### src/rtl/fifo_pkg.sv
// Shared defaults and error-flag encoding for the parametrised FIFO.
package fifo_pkg;

    localparam int FIFO_DATA_WIDTH = 8;
    localparam int FIFO_ADDR_WIDTH = 4;

    // Sticky error flags are kept together as one small vector.
    localparam int ERR_OVF_BIT = 0;
    localparam int ERR_UDF_BIT = 1;
    localparam int ERR_BITS    = 2;

    typedef logic [ERR_BITS-1:0] err_t;

endpackage

### src/rtl/fifo_ctrl.sv
// FIFO control: pointers, occupancy count, status decodes and sticky errors.
module fifo_ctrl import fifo_pkg::*; #(
    parameter int ADDR_WIDTH = FIFO_ADDR_WIDTH,
    parameter int AF_THRESH  = 2 ** ADDR_WIDTH - 2,
    parameter int AE_THRESH  = 2
) (
    input  logic                  clk,
    input  logic                  rst,
    input  logic                  push,
    input  logic                  pop,
    input  logic                  flush,
    input  logic                  clr_err,
    output logic                  we,
    output logic [ADDR_WIDTH-1:0] waddr,
    output logic [ADDR_WIDTH-1:0] raddr,
    output logic [ADDR_WIDTH:0]   count,
    output logic                  full,
    output logic                  empty,
    output logic                  almost_full,
    output logic                  almost_empty,
    output logic                  overflow,
    output logic                  underflow
);

    localparam int DEPTH = 2 ** ADDR_WIDTH;
    localparam logic [ADDR_WIDTH:0] DEPTH_C = (ADDR_WIDTH + 1)'(DEPTH);
    localparam logic [ADDR_WIDTH:0] AF_C    = (ADDR_WIDTH + 1)'(AF_THRESH);
    localparam logic [ADDR_WIDTH:0] AE_C    = (ADDR_WIDTH + 1)'(AE_THRESH);

    if (!(AE_THRESH > 0 && AE_THRESH < AF_THRESH && AF_THRESH <= DEPTH)) begin : g_bad_thresh
        $error("fifo_ctrl: thresholds must satisfy 0 < AE_THRESH < AF_THRESH <= DEPTH");
    end

    logic [ADDR_WIDTH-1:0] w_ptr;
    logic [ADDR_WIDTH-1:0] r_ptr;
    logic [ADDR_WIDTH:0]   cnt;
    err_t                  err_q;
    err_t                  err_evt;
    err_t                  err_d;
    logic                  wr_ok;
    logic                  rd_ok;

    assign empty        = (cnt == '0);
    assign full         = (cnt == DEPTH_C);
    assign almost_full  = (cnt >= AF_C);
    assign almost_empty = (cnt <= AE_C);

    // NOTE: every signal gets a default at the top of always_comb so no
    // path leaves it unassigned and no latch is inferred.
    always_comb begin
        // A pop on a full FIFO frees the slot the push lands in.
        wr_ok   = push && (!full || pop);
        rd_ok   = pop && !empty;
        err_evt = '0;
        err_evt[ERR_OVF_BIT] = push && full && !pop;
        err_evt[ERR_UDF_BIT] = pop && empty;
        if (flush) begin
            wr_ok   = 1'b0;
            rd_ok   = 1'b0;
            err_evt = '0;
        end
        // A fresh error outranks a clear in the same cycle.
        err_d = err_evt | (err_q & ~{ERR_BITS{clr_err}});
    end

    // NOTE: sequential state uses non-blocking assignments so every register
    // samples pre-edge values regardless of statement order.
    always_ff @(posedge clk or posedge rst) begin
        if (rst) begin
            w_ptr <= '0;
            r_ptr <= '0;
            cnt   <= '0;
            err_q <= '0;
        end else begin
            err_q <= err_d;
            if (flush) begin
                w_ptr <= '0;
                r_ptr <= '0;
                cnt   <= '0;
            end else begin
                if (wr_ok) w_ptr <= w_ptr + 1'b1;
                if (rd_ok) r_ptr <= r_ptr + 1'b1;
                if (wr_ok && !rd_ok) begin
                    cnt <= cnt + 1'b1;
                end else if (rd_ok && !wr_ok) begin
                    cnt <= cnt - 1'b1;
                end
            end
        end
    end

    assign we        = wr_ok;
    assign waddr     = w_ptr;
    assign raddr     = r_ptr;
    assign count     = cnt;
    assign overflow  = err_q[ERR_OVF_BIT];
    assign underflow = err_q[ERR_UDF_BIT];

endmodule

### src/rtl/fifo_mem.sv
// DEPTH x DATA_WIDTH register file: synchronous write, asynchronous read.
module fifo_mem import fifo_pkg::*; #(
    parameter int DATA_WIDTH = FIFO_DATA_WIDTH,
    parameter int ADDR_WIDTH = FIFO_ADDR_WIDTH
) (
    input  logic                  clk,
    input  logic                  we,
    input  logic [ADDR_WIDTH-1:0] waddr,
    input  logic [DATA_WIDTH-1:0] wdata,
    input  logic [ADDR_WIDTH-1:0] raddr,
    output logic [DATA_WIDTH-1:0] rdata
);

    localparam int DEPTH = 2 ** ADDR_WIDTH;

    logic [DATA_WIDTH-1:0] mem [DEPTH];

    // NOTE: the array has no reset on purpose; contents are only meaningful
    // behind the pointers, and a reset would turn it into far costlier flops.
    always_ff @(posedge clk) begin
        if (we) begin
            mem[waddr] <= wdata;
        end
    end

    assign rdata = mem[raddr];

endmodule

### src/rtl/fifo_param.sv
// Parametrised first-word-fall-through synchronous FIFO: control plus storage.
module fifo_param import fifo_pkg::*; #(
    parameter int DATA_WIDTH = FIFO_DATA_WIDTH,
    parameter int ADDR_WIDTH = FIFO_ADDR_WIDTH,
    parameter int AF_THRESH  = 2 ** ADDR_WIDTH - 2,
    parameter int AE_THRESH  = 2
) (
    input  logic                  clk,
    input  logic                  rst,
    input  logic                  push,
    input  logic [DATA_WIDTH-1:0] wdata,
    input  logic                  pop,
    input  logic                  flush,
    input  logic                  clr_err,
    output logic [DATA_WIDTH-1:0] rdata,
    output logic [ADDR_WIDTH:0]   count,
    output logic                  full,
    output logic                  empty,
    output logic                  almost_full,
    output logic                  almost_empty,
    output logic                  overflow,
    output logic                  underflow
);

    logic                  we;
    logic [ADDR_WIDTH-1:0] waddr;
    logic [ADDR_WIDTH-1:0] raddr;

    fifo_ctrl #(
        .ADDR_WIDTH (ADDR_WIDTH),
        .AF_THRESH  (AF_THRESH),
        .AE_THRESH  (AE_THRESH)
    ) u_ctrl (
        .clk          (clk),
        .rst          (rst),
        .push         (push),
        .pop          (pop),
        .flush        (flush),
        .clr_err      (clr_err),
        .we           (we),
        .waddr        (waddr),
        .raddr        (raddr),
        .count        (count),
        .full         (full),
        .empty        (empty),
        .almost_full  (almost_full),
        .almost_empty (almost_empty),
        .overflow     (overflow),
        .underflow    (underflow)
    );

    fifo_mem #(
        .DATA_WIDTH (DATA_WIDTH),
        .ADDR_WIDTH (ADDR_WIDTH)
    ) u_mem (
        .clk   (clk),
        .we    (we),
        .waddr (waddr),
        .wdata (wdata),
        .raddr (raddr),
        .rdata (rdata)
    );

endmodule

### config.mk
export PLATFORM = sky130hd
export DESIGN_NAME = fifo_param
export DESIGN_NICKNAME = d
export VERILOG_FILES = /design/src/rtl/fifo_pkg.sv /design/src/rtl/fifo_ctrl.sv /design/src/rtl/fifo_mem.sv /design/src/rtl/fifo_param.sv
export SDC_FILE = /design/constraint.sdc
export NUM_CORES = 1
export LEC_CHECK = 0
export BUFFER_PORTS_ARGS = -buffer_cell sky130_fd_sc_hd__buf_2
export CAP_MARGIN = 10
export CORE_UTILIZATION = 60
export DETAILED_ROUTE_END_ITERATION = 8
export PLACE_DENSITY_LB_ADDON = 0.12
export SETUP_SLACK_MARGIN = 0.5
export SLEW_MARGIN = 20
export SYNTH_ARGS = -nofsm -noshare
export SYNTH_HDL_FRONTEND = slang
export SYNTH_SLANG_ARGS = --single-unit
### constraint.sdc
create_clock -name clk -period 3.38 [get_ports clk]
set_input_delay 0.507 -clock clk [delete_from_list [all_inputs] [get_ports clk]]
set_output_delay 0.507 -clock clk [all_outputs]
set_load 0.01 [all_outputs]
After elaboration in Yosys (flattened, before gate mapping)
Memories as Yosys holds them, arrays and structs flattened.
Cells that the tools add are included.
{"block": "totals", "register_bits": 15, "inputBits": 14, "wordCells": 44, "output_inout_bits": 19, "ram_bits": 128, "mem_count": 1}
{"memory": "u_mem.mem", "words": 16, "width": 8, "rd": 1, "rd_clocked_by_memory_dff": 0, "wr": 1, "line": "fifo_mem.sv:16", "text": "logic [DATA_WIDTH-1:0] mem [DEPTH];"}
{"block": "op_classes", "mux": 12, "order_cmp": 2, "bitwise": 3, "n_reduce_logical": 17, "eq_ne": 1, "n_addsub": 4}
{"cell": "4-bit 2-to-1 mux", "n": 4}
{"cell": "5-bit 2-to-1 mux", "n": 3}
{"cell": "4-bit by 1-bit adder with 4-bit output, second input constant", "n": 2}
{"cell": "1-bit logical AND", "n": 7}
{"cell": "5-bit by 1-bit adder with 5-bit output, second input constant", "n": 1}
{"cell": "5-bit == test, second input constant", "n": 1}
{"cell": "5-bit by 4-bit greater-or-equal comparator with 1-bit output, second input constant", "n": 1}
{"cell": "5-bit by 2-bit <= comparator with 1-bit output, second input constant", "n": 1}
{"cell": "1-bit logical NOT", "n": 5}
{"cell": "5-bit logical NOT", "n": 1}
{"cell": "5-bit by 1-bit subtractor with 5-bit output, second input constant", "n": 1}
{"cell": "1-bit 2-to-1 mux", "n": 4}
{"cell": "2-bit nonzero test", "n": 2}
{"cell": "3-bit nonzero test", "n": 1}
{"cell": "2-bit AND", "n": 1}
{"cell": "2-bit 2-to-1 mux", "n": 1}
{"cell": "2-bit inverter", "n": 1}
{"cell": "2-bit OR", "n": 1}
{"cell": "1-bit logical OR", "n": 1}

Logic depth before layout (Yosys ltp)
Gate-level depths: netlist (run 1).
{"block": "logic_depth", "word_depth": 10, "ltp_mapped": 9}

By module
A second synthesis (run 1) with hierarchy kept.
{"block": "unflattened", "cells_unflattened": 328, "hier_area_um2": 6024.5}
{"mod": "fifo_mem", "instances": 1, "seq_area_each_um2": 3843.7, "cells_each": 221, "area_each_um2": 4987.3}
{"mod": "fifo_ctrl", "instances": 1, "seq_area_each_um2": 375.4, "cells_each": 107, "area_each_um2": 1037.2}

Worst setup path before layout (run 1)
OpenSTA, ideal clock, no wires.
{"block": "synth_timing", "path_kind": "reg2reg", "startpoint": "register u_ctrl.cnt[3], in the netlist u_ctrl.count[3]", "endpoint": "register u_ctrl.cnt[4], in the netlist u_ctrl.count[4]", "n_path_buf": 0, "synth_period_minus_slack_ps": 2573, "slack_ps": 807, "setup_time_ps": 124, "arrival_ps": 2449, "stages_incl_launch_ff": 9, "path_cell_list": "dfrtp_1 > or3_4 > o32ai_1 > nand2b_1 > fa_1 > a21o_1 > a21oi_1 > a2111oi_0 > a211o_1"}
{"block": "synth_between", "elab_chain_cells": 8}
{"item": "from (decl)", "line": "fifo_ctrl.sv:36", "text": "logic [ADDR_WIDTH:0] cnt;"}
{"item": "from (signal assigned)", "line": "fifo_ctrl.sv:84", "text": "cnt <= cnt + 1'b1;"}
{"item": "from (signal assigned)", "line": "fifo_ctrl.sv:86", "text": "cnt <= cnt - 1'b1;"}
{"item": "parallel branches: the longest is 8 deep, another holds 5-bit by 1-bit subtractor with 5-bit output"}
Parallel ways; which one is timed is not known. The select of a mux whose other input is x is not followed.
A chain may end at the register's enable or synchronous reset.

Worst setup path after layout (run 1)
{"block": "layout_timing", "startpoint": "register u_ctrl.r_ptr[0], in the netlist u_ctrl.raddr[0]", "endpoint": "output rdata[0]"}
{"block": "layout_between", "elab_chain_cells": 1}
{"item": "from (decl)", "line": "fifo_ctrl.sv:35", "text": "logic [ADDR_WIDTH-1:0] r_ptr;"}
{"item": "from (signal assigned)", "line": "fifo_ctrl.sv:82", "text": "if (rd_ok) r_ptr <= r_ptr + 1'b1;"}
{"item": "memory read 16 x 8 bit"}
{"item": "to (decl)", "line": "fifo_param.sv:15", "text": "output logic [DATA_WIDTH-1:0] rdata,"}
No other way between the ends.

==> reports/metrics.yaml, run 1 <==
synthArstFlopShare: 0.105
place_hpwl_mm: 6.92
required_ns: 2.87
final_max_slew_viol_count: 0
synth_adder_area_share: 0.0225
clk_path_buf_depth: 2
p_sw_mw: 1.30
skew_ns: 0.00508
synthMuxAreaShare: 0.133
fin_crit_sh: 0.829
clock.fmax_ghz: 0.357
ant_nets: 0
drcViolationCount: 0
antenna_found_initial: 2
dp.cells: 490
boundaryPins: 33
finalHoldViolCount: 0
cpMaxStageDelayCell: "mux4_2"
root_buffer: "clkbuf_8"
drive_above_1_share: 0.317
p_seq_frac: 0.402
io_buffers: 32
yosysSeqAreaShare: 0.715
syn_inst: 329
rsz0062_at_grt: "true"
multi_input_area_um2: 1590
timing_worst_setup_path_type: "reg -> out"
synth_compound_gate_area_share: 0.0462
startpoint_type: "register"
synth_area_leaders: "edfxtp_1 (65%), mux4_2 (12%), dfrtp_1 (6.4%)"
die_height_um: 101
synth_top_family_by_area: "multiplexers"
synthXorXnorAreaFrac: 0.00890
tritoncts: "yes"
cp_cell_sequence: "buf_12 -> mux4_2 -> a22oi_1 -> nand2_1 -> buf_2"
wl_per_cell_um: 22.7
drtIter0Drc: 219
nets: 407
grt_pass1_vias: 3195
cp_max_fo: 14
yosys_warnings: 0
synth-edff-count: 128
ir_drop_mv: 0.402
status: "complete, no violations"
fp.dieW_um: 101
synth.net_count: 353
grt_max_degree: 36
tns_ns: 0
die-area_um2: 10200
synth_top_cell_area_share: 0.651
rows: 35
slew_headroom: 0.485
power.density_nw_per_um2: 733
syn-cell-area_um2: 5900
power_frac_clock: 0.400
gp_congestion: 0.907
synthSimpleGateAreaFrac: 0.0558
synth_ff_type: "edfxtp_1"
crit_path_max_incr_delay_ns: 0.52
clock-sinks: 143
cp.arrival_ns: 2.29
vias_per_cell: 6.15
combPwrFrac: 0.198
setup_violations: 0
htreeDepth: 4
clock_latency_ns: 0.52
cts_buffers: 17
swShare: 0.253
fillers: 573
drt_wl_total_mm: 11.9
worst_pin_slew_ns: 0.770
grt_remaining_overflow: 0
leakage_nw: 2.49
fin_cells: 524
yosysTopAreaCell: "edfxtp_1"
internal-power_mw: 3.84
area_growth_pct: 18.8
syn_avg_cell_area_um2: 17.9
critPathCaptureType: "output port"
period_needed_ns: 2.80
clkTransAtPathRegs_ns: 0.06
min_path_type: "in -> async"
firstDrtPassIters: 6
dr_total_vias: 3221
maxCapViolCount: 0
regArea_um2: 4220
start_util: 0.630
track_usage: 0.258
core-area_um2: 9370
ys_types: 39
ys_seq_elements: 143
grt_pass1_wl_mm: 18.3
-- cells by family after synthesis --
| family | count (synthesis) |
|---|---|
| AOI/OAI and AO/OA | 38 |
| xor gates and xnor gates | 6 |
| adders and majority gates | 10 |
| buffers and inverters | 27 |
| DFF | 143 |
| muxes | 37 |
| and+or+nand+nor | 68 |
-- final timing paths --
kind,depth (start not counted),end,slack (ns),startpoint
hold reg to reg,2,u_ctrl.err_q[0],0.53,u_ctrl.err_q[0]
max in group asynchronous,2,u_ctrl.raddr[0],2.90,rst
setup reg to reg,8,u_ctrl.count[4],0.70,u_ctrl.count[3]
setup / recovery,5,rdata[0],0.58,u_ctrl.raddr[0]
min in group clk,2,u_ctrl.err_q[1],0.19,clr_err
hold / removal,2,u_ctrl.count[1],0.05,rst
-- Yosys cell counts (3+ instances only) --
| cell type | count |
|---|---|
| buf_2 | 4 |
| nor2b_1 | 7 |
| o32ai_1 | 3 |
| edfxtp_1 | 128 |
| nor3_1 | 5 |
| nor2_1 | 23 |
| nand2_1 | 16 |
| ha_1 | 9 |
| a22oi_1 | 16 |
| nand2b_1 | 5 |
| a21oi_1 | 7 |
| dfrtp_1 | 15 |
| mux4_2 | 32 |
| inv_1 | 9 |
| mux2_4 | 3 |
| clkbuf_1 | 11 |
| xor2_1 | 4 |
| nand3_1 | 4 |
-- layout by cell type (no fill, tap or decap), drive strengths merged, types with 2 or more instances in the layout --
cell type,netlist,layout
or3,2,2
dfrtp,15,15
o32ai,3,3
mux4,32,32
and3,2,2
nor2b,7,7
xnor2,2,2
xor2,4,4
nor2,23,23
o211ai,2,2
a22oi,16,16
mux2,3,3
or4,2,2
nand2b,5,5
o21ai,2,2
nand3,4,4
mux2i,2,2
clkinv,0,5
edfxtp,128,128
ha,9,9
a21oi,7,7
inv,9,11
buf,7,52
nand2,16,16
bufinv,0,6
clkbuf,11,18
nor3,5,5
-- sequential cells by signal (all words and copies together), names as in the netlist --
signal / flops
u_ctrl.count: 5
u_ctrl.err_q: 2
u_ctrl.raddr: 4
u_ctrl.waddr: 4
u_mem.mem: 128
-- power by group through the flow --
stage	clock network, mW	registers (mW)	logic (mW)
2_1_floorplan	0	2.07	0.716
3_3_place_gp	0	2.10	0.932
3_5_place_dp	0	2.11	0.952
4_1_cts	2.07	2.06	0.994
5_1_grt	2.14	2.07	1.12
6_report	2.05	2.06	1.02
-- metrics by stage --
| step | hold WS [ns] | power, mW | util | instance area [um^2] | setup WS, ns |
|---|---|---|---|---|---|
| floorplan | 0.408 | 2.79 | - | 5900 | 0.807 |
| global placement | 0.515 | 3.03 | 0.672 | 6300 | 0.730 |
| detailed placement | 0.510 | 3.06 | 0.672 | 6300 | 0.606 |
| CTS | 0.0706 | 5.12 | 0.742 | 6960 | 0.530 |
| global route | 0.102 | 5.33 | 0.748 | 7010 | 0.484 |
| finish | 0.0500 | 5.14 | 0.748 | 7010 | 0.579 |
-- worst max-delay path, delay by kind of cell (launching register included) --
kind                   cells  cell delay (ns)
AO/OA/AOI/OAI              1             0.30
buffers and inverters      2             0.36
multiplexers               1             0.52
AND/OR/NAND/NOR            1             0.17
flip-flops                 1             0.42
-- cell type report --
type                       instances  share of cell area
timing repair buffer              53              0.0496
sequential                       143               0.602
multi-input combinational        159               0.227
inverter                           9             0.00482
antenna                            1            0.000357
clock buffer                      17              0.0591
clock inverter                    13              0.0339
tap                              129              0.0230
-- timing repair --
| item | 4_1_cts | 5_1_grt |
|---|---|---|
| endpoints found under the setup margin | 6 | 3 |
| gates cloned | 0 | 1 |
| resized for setup | 0 | 3 |
| hold buffers | 0 | 0 |
| buffers inserted | 1 | 1 |
-- metal layers --
layer,global-route usage,routed length (um),share of wire,vias to the layer above
met1,0.357,4880,0.41,1633
met3,0.0518,663,0.056,28
met4,0.0981,213,0.018,2
met2,0.414,6110,0.51,136
met5,0,13,0.0011,-
li1,-,-,-,1422
Note: power is estimated with default switching activity, not from simulation.
==> inputs of run 2 (changes only) <==
--- a/config.mk
+++ b/config.mk
@@ -7,7 +7,7 @@
 export LEC_CHECK = 0
 export BUFFER_PORTS_ARGS = -buffer_cell sky130_fd_sc_hd__buf_2
 export CAP_MARGIN = 10
-export CORE_UTILIZATION = 60
+export CORE_UTILIZATION = 54
 export DETAILED_ROUTE_END_ITERATION = 8
 export PLACE_DENSITY_LB_ADDON = 0.12
 export SETUP_SLACK_MARGIN = 0.5
==> constraint.sdc (replaced) <==
create_clock -name clk -period 2.3 [get_ports clk]
set_input_delay 0.345 -clock clk [delete_from_list [all_inputs] [get_ports clk]]
set_output_delay 0.345 -clock clk [all_outputs]
set_load 0.01 [all_outputs]
==> run 2 against run 1 <==
Effect of this change:
- sequential power up 46%
- worst hold slack gained 0.16 ns
- cell count is 9.7% higher
- via count is 8.5% higher
- cell area rose by 14%
- power up 65%
- the run now ends with setup timing left
- die area is 11% higher
- setup slack worse by 0.79 ns
- wire length increased by 18%
==> reports/metrics.yaml, run 2 (synthesis gave the netlist of run 1 again) <==
combPwrFrac: 0.321  # was 0.198
dr_total_vias: 3495  # was 3221
timing_worst_setup_path_type: "reg -> out"  # unchanged
largest_register_ff_count: 128  # unchanged
timing.reg2reg.setup_slack_ns: -0.20  # was 0.70 ns
crit_path_max_incr_delay_ns: 0.54  # was 0.52 ns
internal-power_mw: 5.97  # was 3.84 mW
skew_ns: 0.00915  # was 0.00508 ns
critPathCaptureType: "output port"  # unchanged
clock_latency_ns: 0.52  # about the same
multi_input_area_um2: 2070  # was 1590 um^2
io_buffers: 32  # unchanged
place_hpwl_mm: 7.68  # was 6.92 mm
n_antenna_cell: 0  # was 1
cpMaxStageDelayCell: "mux4_2"  # unchanged
fillers: 573  # unchanged
gp_congestion: 0.760  # was 0.907
clk_path_buf_depth: 2  # unchanged
tritoncts: "yes"  # unchanged
slew_headroom: 0.568  # was 0.485
min_path_cells: 1
fin_crit_sh: 1.09
cp_max_fo: 12  # was 14
placed_cell_area_um2: 6520  # was 6300 um^2
htreeDepth: 4  # unchanged
drt_wl_total_mm: 14.0  # was 11.9 mm
clock.fmax_ghz: 0.398
track_usage: 0.254  # was 0.258
layout_common_cells: "edfxtp_1 (128), mux4_2 (32), buf_2 (30)"  # was edfxtp_1 (128), mux4_2 (32), buf_2 (32)
status: "complete, but fails checks"  # was complete, no violations
fp.dieW_um: 107  # was 101 um
power.density_nw_per_um2: 1060  # was 733 nW/um^2
core-area_um2: 10500  # was 9370 um^2
reg2reg_from: "u_ctrl.count[3]"  # unchanged
setup_violations: 12  # was 0
holdPathEnd: "u_mem.mem[0][6]"
antenna_found_initial: 0  # was 2
finalHoldViolCount: 0  # unchanged
firstDrtPassIters: 6  # unchanged
wl_per_cell_um: 24.4  # was 22.7 um
rsz0062_at_grt: "true"  # unchanged
period_needed_ns: 2.51
power_frac_clock: 0.325  # was 0.400
area_growth_pct: 36.0  # was 18.8%
reg2regPathDepth: 8  # unchanged
p_total_mw: 8.47  # was 5.14 mW
min_path_type: "in -> reg"  # was in -> async
failed_checks: "setup timing"
worst_pin_slew_ns: 0.647  # was 0.770 ns
nets: 450  # was 407
p_sw_mw: 2.50  # was 1.30 mW
rows: 37  # was 35
final_max_slew_viol_count: 0  # unchanged
design_area_um2: 8030  # was 7010 um^2
worst-path-buf-inv: 2  # unchanged
die_height_um: 107  # was 101 um
startpoint_type: "register"  # unchanged
cp.arrival_ns: 2.17  # was 2.29 ns
ir_drop_mv: 0.816  # was 0.402 mV
drive_above_1_share: 0.515  # was 0.317
maxCapViolCount: 0  # unchanged
swShare: 0.295  # was 0.253
boundaryPins: 33  # unchanged
p_seq_frac: 0.354  # was 0.402
grt_pass1_vias: 3605  # was 3195
die-area_um2: 11400  # was 10200 um^2
top_register: "u_mem.mem"  # unchanged
drtIter0Drc: 226  # was 219
layout_commonest_cell: "edfxtp_1"  # unchanged
cp_cell_sequence: "buf_12 -> mux4_2 -> a22oi_2 -> nand2_1 -> buf_2"  # was buf_12 -> mux4_2 -> a22oi_1 -> nand2_1 -> buf_2
min_from: "wdata[6]"
clock-sinks: 143  # unchanged
regArea_um2: 4220  # about the same
required_ns: 1.96  # was 2.87 ns
grt_pass1_wl_mm: 20.4  # was 18.3 mm
drcViolationCount: 0  # unchanged
pre_cts_ws_ns: -0.129  # was 0.606 ns
cts_buffers: 17  # unchanged
critPathTopFamily: "multiplexers"  # unchanged
ant_nets: 0  # unchanged
leakage_nw: 2.78  # was 2.49 nW
start_util: 0.564  # was 0.630
grt_max_degree: 36  # unchanged
vias_per_cell: 6.08  # was 6.15
worstReg2RegEnd: "u_ctrl.count[4]"  # unchanged
root_buffer: "clkbuf_8"  # unchanged
fin_ws_ns: -0.211  # was 0.579 ns
clkTransAtPathRegs_ns: 0.07  # was 0.06 ns
grt_remaining_overflow: 0  # unchanged
-- run 2: changes by cell type in the layout (fill, tap and decap cells not counted), sizes merged --
cell	change
buf	+41
bufinv	-4
diode	-1
dlygate4sd3	+2
inv	+6
clkinv	-1
clkinvlp	+1
-- run 2: how the worst max path moves through the flow --
| stage | from | endpoint | cells after the start |
|---|---|---|---|
| final | u_ctrl.raddr[0] | rdata[6] | 5 |
| after global routing | u_ctrl.raddr[0] | rdata[6] | 6 |
| after CTS | u_ctrl.raddr[0] | rdata[6] | 5 |
| after detailed placement | u_ctrl.count[3] | u_ctrl.count[4] | 8 |
| after global placement | u_ctrl.count[3] | u_ctrl.count[4] | 8 |
| after floorplan | u_ctrl.count[3] | u_ctrl.count[4] | 8 |
-- run 2: power groups by stage --
| stage | registers, mW | logic (mW) | clock network, mW |
|---|---|---|---|
| after global routing | 3.01 | 2.87 | 2.87 |
| after global placement | 3.03 | 1.71 | 0 |
| after floorplan | 3.05 | 1.16 | 0 |
| final | 3.00 | 2.72 | 2.75 |
| after detailed placement | 3.04 | 1.74 | 0 |
| after CTS | 3.00 | 2.23 | 2.74 |
-- run 2: repair_timing --
action,4_1_cts,5_1_grt
hold buffers,2,0
cloned,0,1
pin swaps,29,33
setup buffers,27,6
endpoints found under the hold margin,16,0
setup endpoints to repair,145,153
gates resized for setup,74,36
-- run 2: layer usage --
metal	GRT usage	routed length, um	vias to the layer above	part of all wire
li1	-	-	1512	-
met1	0.330	5600	1822	0.40
met2	0.424	7540	137	0.54
met3	0.0552	617	24	0.044
met4	0.0949	246	0	0.018
met5	0	0	-	0
-- run 2: worst register-to-register path, cell delays in order, from the launching register on --
cell and delay, ns:
dfrtp_2 0.41, or3_4 0.42, o32ai_4 0.33, nand2b_4 0.11, fa_2 0.36, a21o_1 0.20, a21oi_4 0.20, a2111oi_2 0.09
a211o_1 0.25
-- run 2: stage by stage --
stage | utilization | setup TNS [ns] | hold slack [ns] | cells
4_1_cts | 0.742 | -1.97 | 0.155 | 568
3_5_place_dp | 0.623 | -0.142 | 0.465 | 507
3_3_place_gp | 0.623 | -0.0717 | 0.440 | 507
6_report | 0.767 | -1.96 | 0.211 | 575
5_1_grt | 0.767 | -2.88 | 0.203 | 575
2_1_floorplan | - | -0.112 | 0.246 | 329
-- run 2: area by class of cell --
type                            instances  share of cell area
Clock buffer                           17              0.0516
Sequential cell                       143               0.526
Tap cell                              136              0.0212
Inverter                                9             0.00421
Clock inverter                         15              0.0215
Multi-Input combinational cell        159               0.258
Timing Repair Buffer                   96               0.117
==> inputs of run 3 (changes only) <==
--- a/config.mk
+++ b/config.mk
@@ -7,11 +7,12 @@
 export LEC_CHECK = 0
 export BUFFER_PORTS_ARGS = -buffer_cell sky130_fd_sc_hd__buf_2
 export CAP_MARGIN = 10
-export CORE_UTILIZATION = 54
+export CORE_UTILIZATION = 55
 export DETAILED_ROUTE_END_ITERATION = 8
 export PLACE_DENSITY_LB_ADDON = 0.12
 export SETUP_SLACK_MARGIN = 0.5
 export SLEW_MARGIN = 20
 export SYNTH_ARGS = -nofsm -noshare
 export SYNTH_HDL_FRONTEND = slang
+export SYNTH_HIERARCHICAL = 1
 export SYNTH_SLANG_ARGS = --single-unit
==> run 3 against run 2 <==
Effect of this change:
- the flow still finishes with violations (setup timing)
- area after synthesis up 2.1%
- via count down 4.1%
- critical path type unchanged
- cell count fell by 1.6%
- largest power group unchanged
==> reports/metrics.yaml, run 3 <==
boundaryPins: 33  # unchanged
antenna_found_initial: 0  # unchanged
synthXorXnorAreaFrac: 0.0116  # was 0.00890
min_path_cells: 1  # unchanged
gp_congestion: 0.769  # was 0.760
p_seq_frac: 0.355  # was 0.354
clk_path_buf_depth: 2  # unchanged
grt_max_degree: 29  # was 36
wl_per_cell_um: 22.6  # was 24.4 um
synth_ff_type: "edfxtp_1"  # unchanged
synth_top_family_by_area: "multiplexers"  # unchanged
grt_pass1_wl_mm: 19.7  # was 20.4 mm
startpoint_type: "register"  # unchanged
timing_worst_setup_path_type: "reg -> out"  # unchanged
min_path_type: "in -> reg"  # unchanged
fillers: 636  # was 573
syn-cell-area_um2: 6020  # was 5900 um^2
synth_adder_area_share: 0.0158  # was 0.0225
p_total_mw: 8.48  # was 8.47 mW
dp.cells: 504  # was 507
layout_common_cells: "edfxtp_1 (128), mux4_2 (31), buf_2 (29)"  # was edfxtp_1 (128), mux4_2 (32), buf_2 (30)
root_buffer: "clkbuf_8"  # unchanged
design_area_um2: 7710  # was 8030 um^2
critPathCaptureType: "output port"  # unchanged
final_max_slew_viol_count: 0  # unchanged
clock.fmax_ghz: 0.396  # was 0.398 GHz
firstDrtPassIters: 4  # was 6
clock_latency_ns: 0.52  # about the same
worstReg2RegEnd: "u_ctrl/count[4]"  # was u_ctrl.count[4]
drcViolationCount: 0  # unchanged
clkTransAtPathRegs_ns: 0.06  # was 0.07 ns
area_growth_pct: 28.0  # was 36.0%
drtIter0Drc: 197  # was 226
syn_avg_cell_area_um2: 18.4  # was 17.9 um^2
ys_types: 49  # was 39
finalHoldViolCount: 0  # unchanged
power_frac_clock: 0.309  # was 0.325
top_register: "u_mem/mem"  # was u_mem.mem
synth_compound_gate_area_share: 0.0592  # was 0.0462
syn_inst: 328  # was 329
drt_wl_total_mm: 12.8  # was 14.0 mm
synth_top_cell_area_share: 0.638  # was 0.651
synthMuxAreaShare: 0.133  # about the same
tns_ns: -1.67  # was -1.96 ns
dr_total_vias: 3352  # was 3495
track_usage: 0.247  # was 0.254
largest_register_ff_count: 128  # unchanged
cts_buffers: 17  # unchanged
rsz0062_at_grt: "true"  # unchanged
slew_headroom: 0.582  # was 0.568
yosysSeqAreaShare: 0.700  # was 0.715
leakage_nw: 2.64  # was 2.78 nW
synthSimpleGateAreaFrac: 0.0555  # was 0.0558
tritoncts: "yes"  # unchanged
die_height_um: 107  # about the same
grt_pass1_vias: 3561  # was 3605
reg2reg_from: "u_ctrl/count[1]"  # was u_ctrl.count[3]
n_antenna_cell: 0  # unchanged
status: "complete, but fails checks"  # unchanged
netlist_top_cells_count: "edfxtp_1 (128), nor2_1 (23), mux4_2 (18), a22oi_1 (16), nand2_1 (16)"  # was edfxtp_1 (128), mux4_2 (32), nor2_1 (23), a22oi_1 (16), nand2_1 (16)
fin_ws_ns: -0.222  # was -0.211 ns
io_buffers: 32  # unchanged
vias_per_cell: 5.92  # was 6.08
placed_cell_area_um2: 6520  # about the same
core-area_um2: 10500  # unchanged
period_needed_ns: 2.52  # was 2.51 ns
htreeDepth: 4  # unchanged
fin_cells: 566  # was 575
maxCapViolCount: 0  # unchanged
timing.reg2reg.setup_slack_ns: -0.02  # was -0.20 ns
holdWs_ns: 0.196  # was 0.211 ns
pre_cts_ws_ns: -0.0151  # was -0.129 ns
p_sw_mw: 2.37  # was 2.50 mW
synth.net_count: 349  # was 353
drive_above_1_share: 0.458  # was 0.515
setup_violations: 9  # was 12
yosys_warnings: 6  # was 0
combPwrFrac: 0.336  # was 0.321
yosysTopAreaCell: "edfxtp_1"  # unchanged
place_hpwl_mm: 7.52  # was 7.68 mm
ant_nets: 0  # unchanged
internal-power_mw: 6.11  # was 5.97 mW
synth_area_leaders: "edfxtp_1 (64%), mux4_2 (6.7%), dfrtp_1 (6.2%)"  # was edfxtp_1 (65%), mux4_2 (12%), dfrtp_1 (6.4%)
synthArstFlopShare: 0.105  # unchanged
worst_pin_slew_ns: 0.626  # was 0.647 ns
grt_remaining_overflow: 0  # unchanged
clock-sinks: 143  # unchanged
die-area_um2: 11400  # about the same
layout_commonest_cell: "edfxtp_1"  # unchanged
reg2regPathDepth: 9  # was 8
rows: 37  # unchanged
synth-edff-count: 128  # unchanged
required_ns: 1.96  # about the same
start_util: 0.576  # was 0.564
skew_ns: 0.00678  # was 0.00915 ns
ir_drop_mv: 0.777  # was 0.816 mV
failed_checks: "setup timing"  # unchanged
synth.most_common_cell: "edfxtp_1"  # unchanged
swShare: 0.279  # was 0.295
holdPathEnd: "u_mem/mem[8][2]"  # was u_mem.mem[0][6]
cp.arrival_ns: 2.18  # was 2.17 ns
power.density_nw_per_um2: 1100  # was 1060 nW/um^2
fin_crit_sh: 1.10  # was 1.09
min_from: "wdata[2]"  # was wdata[6]
cp_max_fo: 8  # was 12
ys_seq_elements: 143  # unchanged
utilization: 0.737  # was 0.767
nets: 438  # was 450
fp.dieW_um: 107  # about the same
-- run 3: cell count changes after synthesis, moves of 4 or more --
cell      previous run  this run
mux4_1               0        14
mux4_2              32        18
clkbuf_1            11         3
buf_6                0         5
nor2b_1              7         3
-- run 3: worst max-delay path by stage --
stage / from / to / slack, ns / cells after the start
6_report: u_ctrl/raddr[0] / rdata[5] / -0.22 / 7
3_5_place_dp: u_ctrl/count[1] / u_ctrl/count[4] / -0.02 / 9
4_1_cts: u_ctrl/raddr[0] / rdata[7] / -0.28 / 5
3_3_place_gp: u_ctrl/count[1] / u_ctrl/count[4] / 0.01 / 9
2_1_floorplan: u_ctrl/count[0] / u_ctrl/count[4] / -0.24 / 11
5_1_grt: u_ctrl/raddr[0] / rdata[5] / -0.31 / 7
-- run 3: critical path, cell delays in order (launching register included) --
cell,delay (ns)
dfrtp_2,0.37
buf_12,0.14
buf_12,0.11
buf_16,0.13
mux4_2,0.49
a22oi_1,0.21
nand2_1,0.06
buf_2,0.14
-- run 3: timing repair --
item                                   CTS  global route
cloned                                   1             1
hold buffers                             2             0
buffers inserted                        23             3
resized for setup                       57            16
endpoints found under the hold margin   16             0
setup endpoints to repair              143           152
pin swaps                               26            15
-- run 3: power by group through the flow --
| stage | sequential [mW] | clock [mW] | combinational, mW |
|---|---|---|---|
| 6_report | 3.01 | 2.62 | 2.85 |
| 5_1_grt | 3.02 | 2.74 | 3.03 |
| 4_1_cts | 3.03 | 2.64 | 2.61 |
| 3_5_place_dp | 3.08 | 0 | 2.01 |
| 3_3_place_gp | 3.07 | 0 | 1.98 |
| 2_1_floorplan | 3.11 | 0 | 1.42 |
-- run 3: per-layer routing --
| layer | GRT usage | wire length [um] | vias up |
|---|---|---|---|
| met5 | 0 | 0 | - |
| met1 | 0.298 | 5250 | 1738 |
| li1 | - | - | 1511 |
| met2 | 0.438 | 6950 | 86 |
| met4 | 0.0998 | 194 | 0 |
| met3 | 0.0492 | 408 | 17 |
-- run 3: cell type report --
type | count | area [um^2] | share of cell area
tap | 136 | 170 | 0.0221
multi-input combinational | 163 | 1940 | 0.251
timing repair buffer | 86 | 787 | 0.102
clock inverter | 13 | 146 | 0.0190
sequential | 143 | 4230 | 0.548
inverter | 6 | 22.5 | 0.00292
clock buffer | 19 | 422 | 0.0547
-- run 3: cell families (layout without fill, tap and decap cells) --
family / Yosys count / after routing
flip-flops: 143 / 143
AND/OR/NAND/NOR: 69 / 69
AO/OA/AOI/OAI: 44 / 44
multiplexers: 35 / 35
buffers and inverters: 22 / 124
XOR/XNOR: 8 / 8
adder cells (fa/ha/maj): 7 / 7
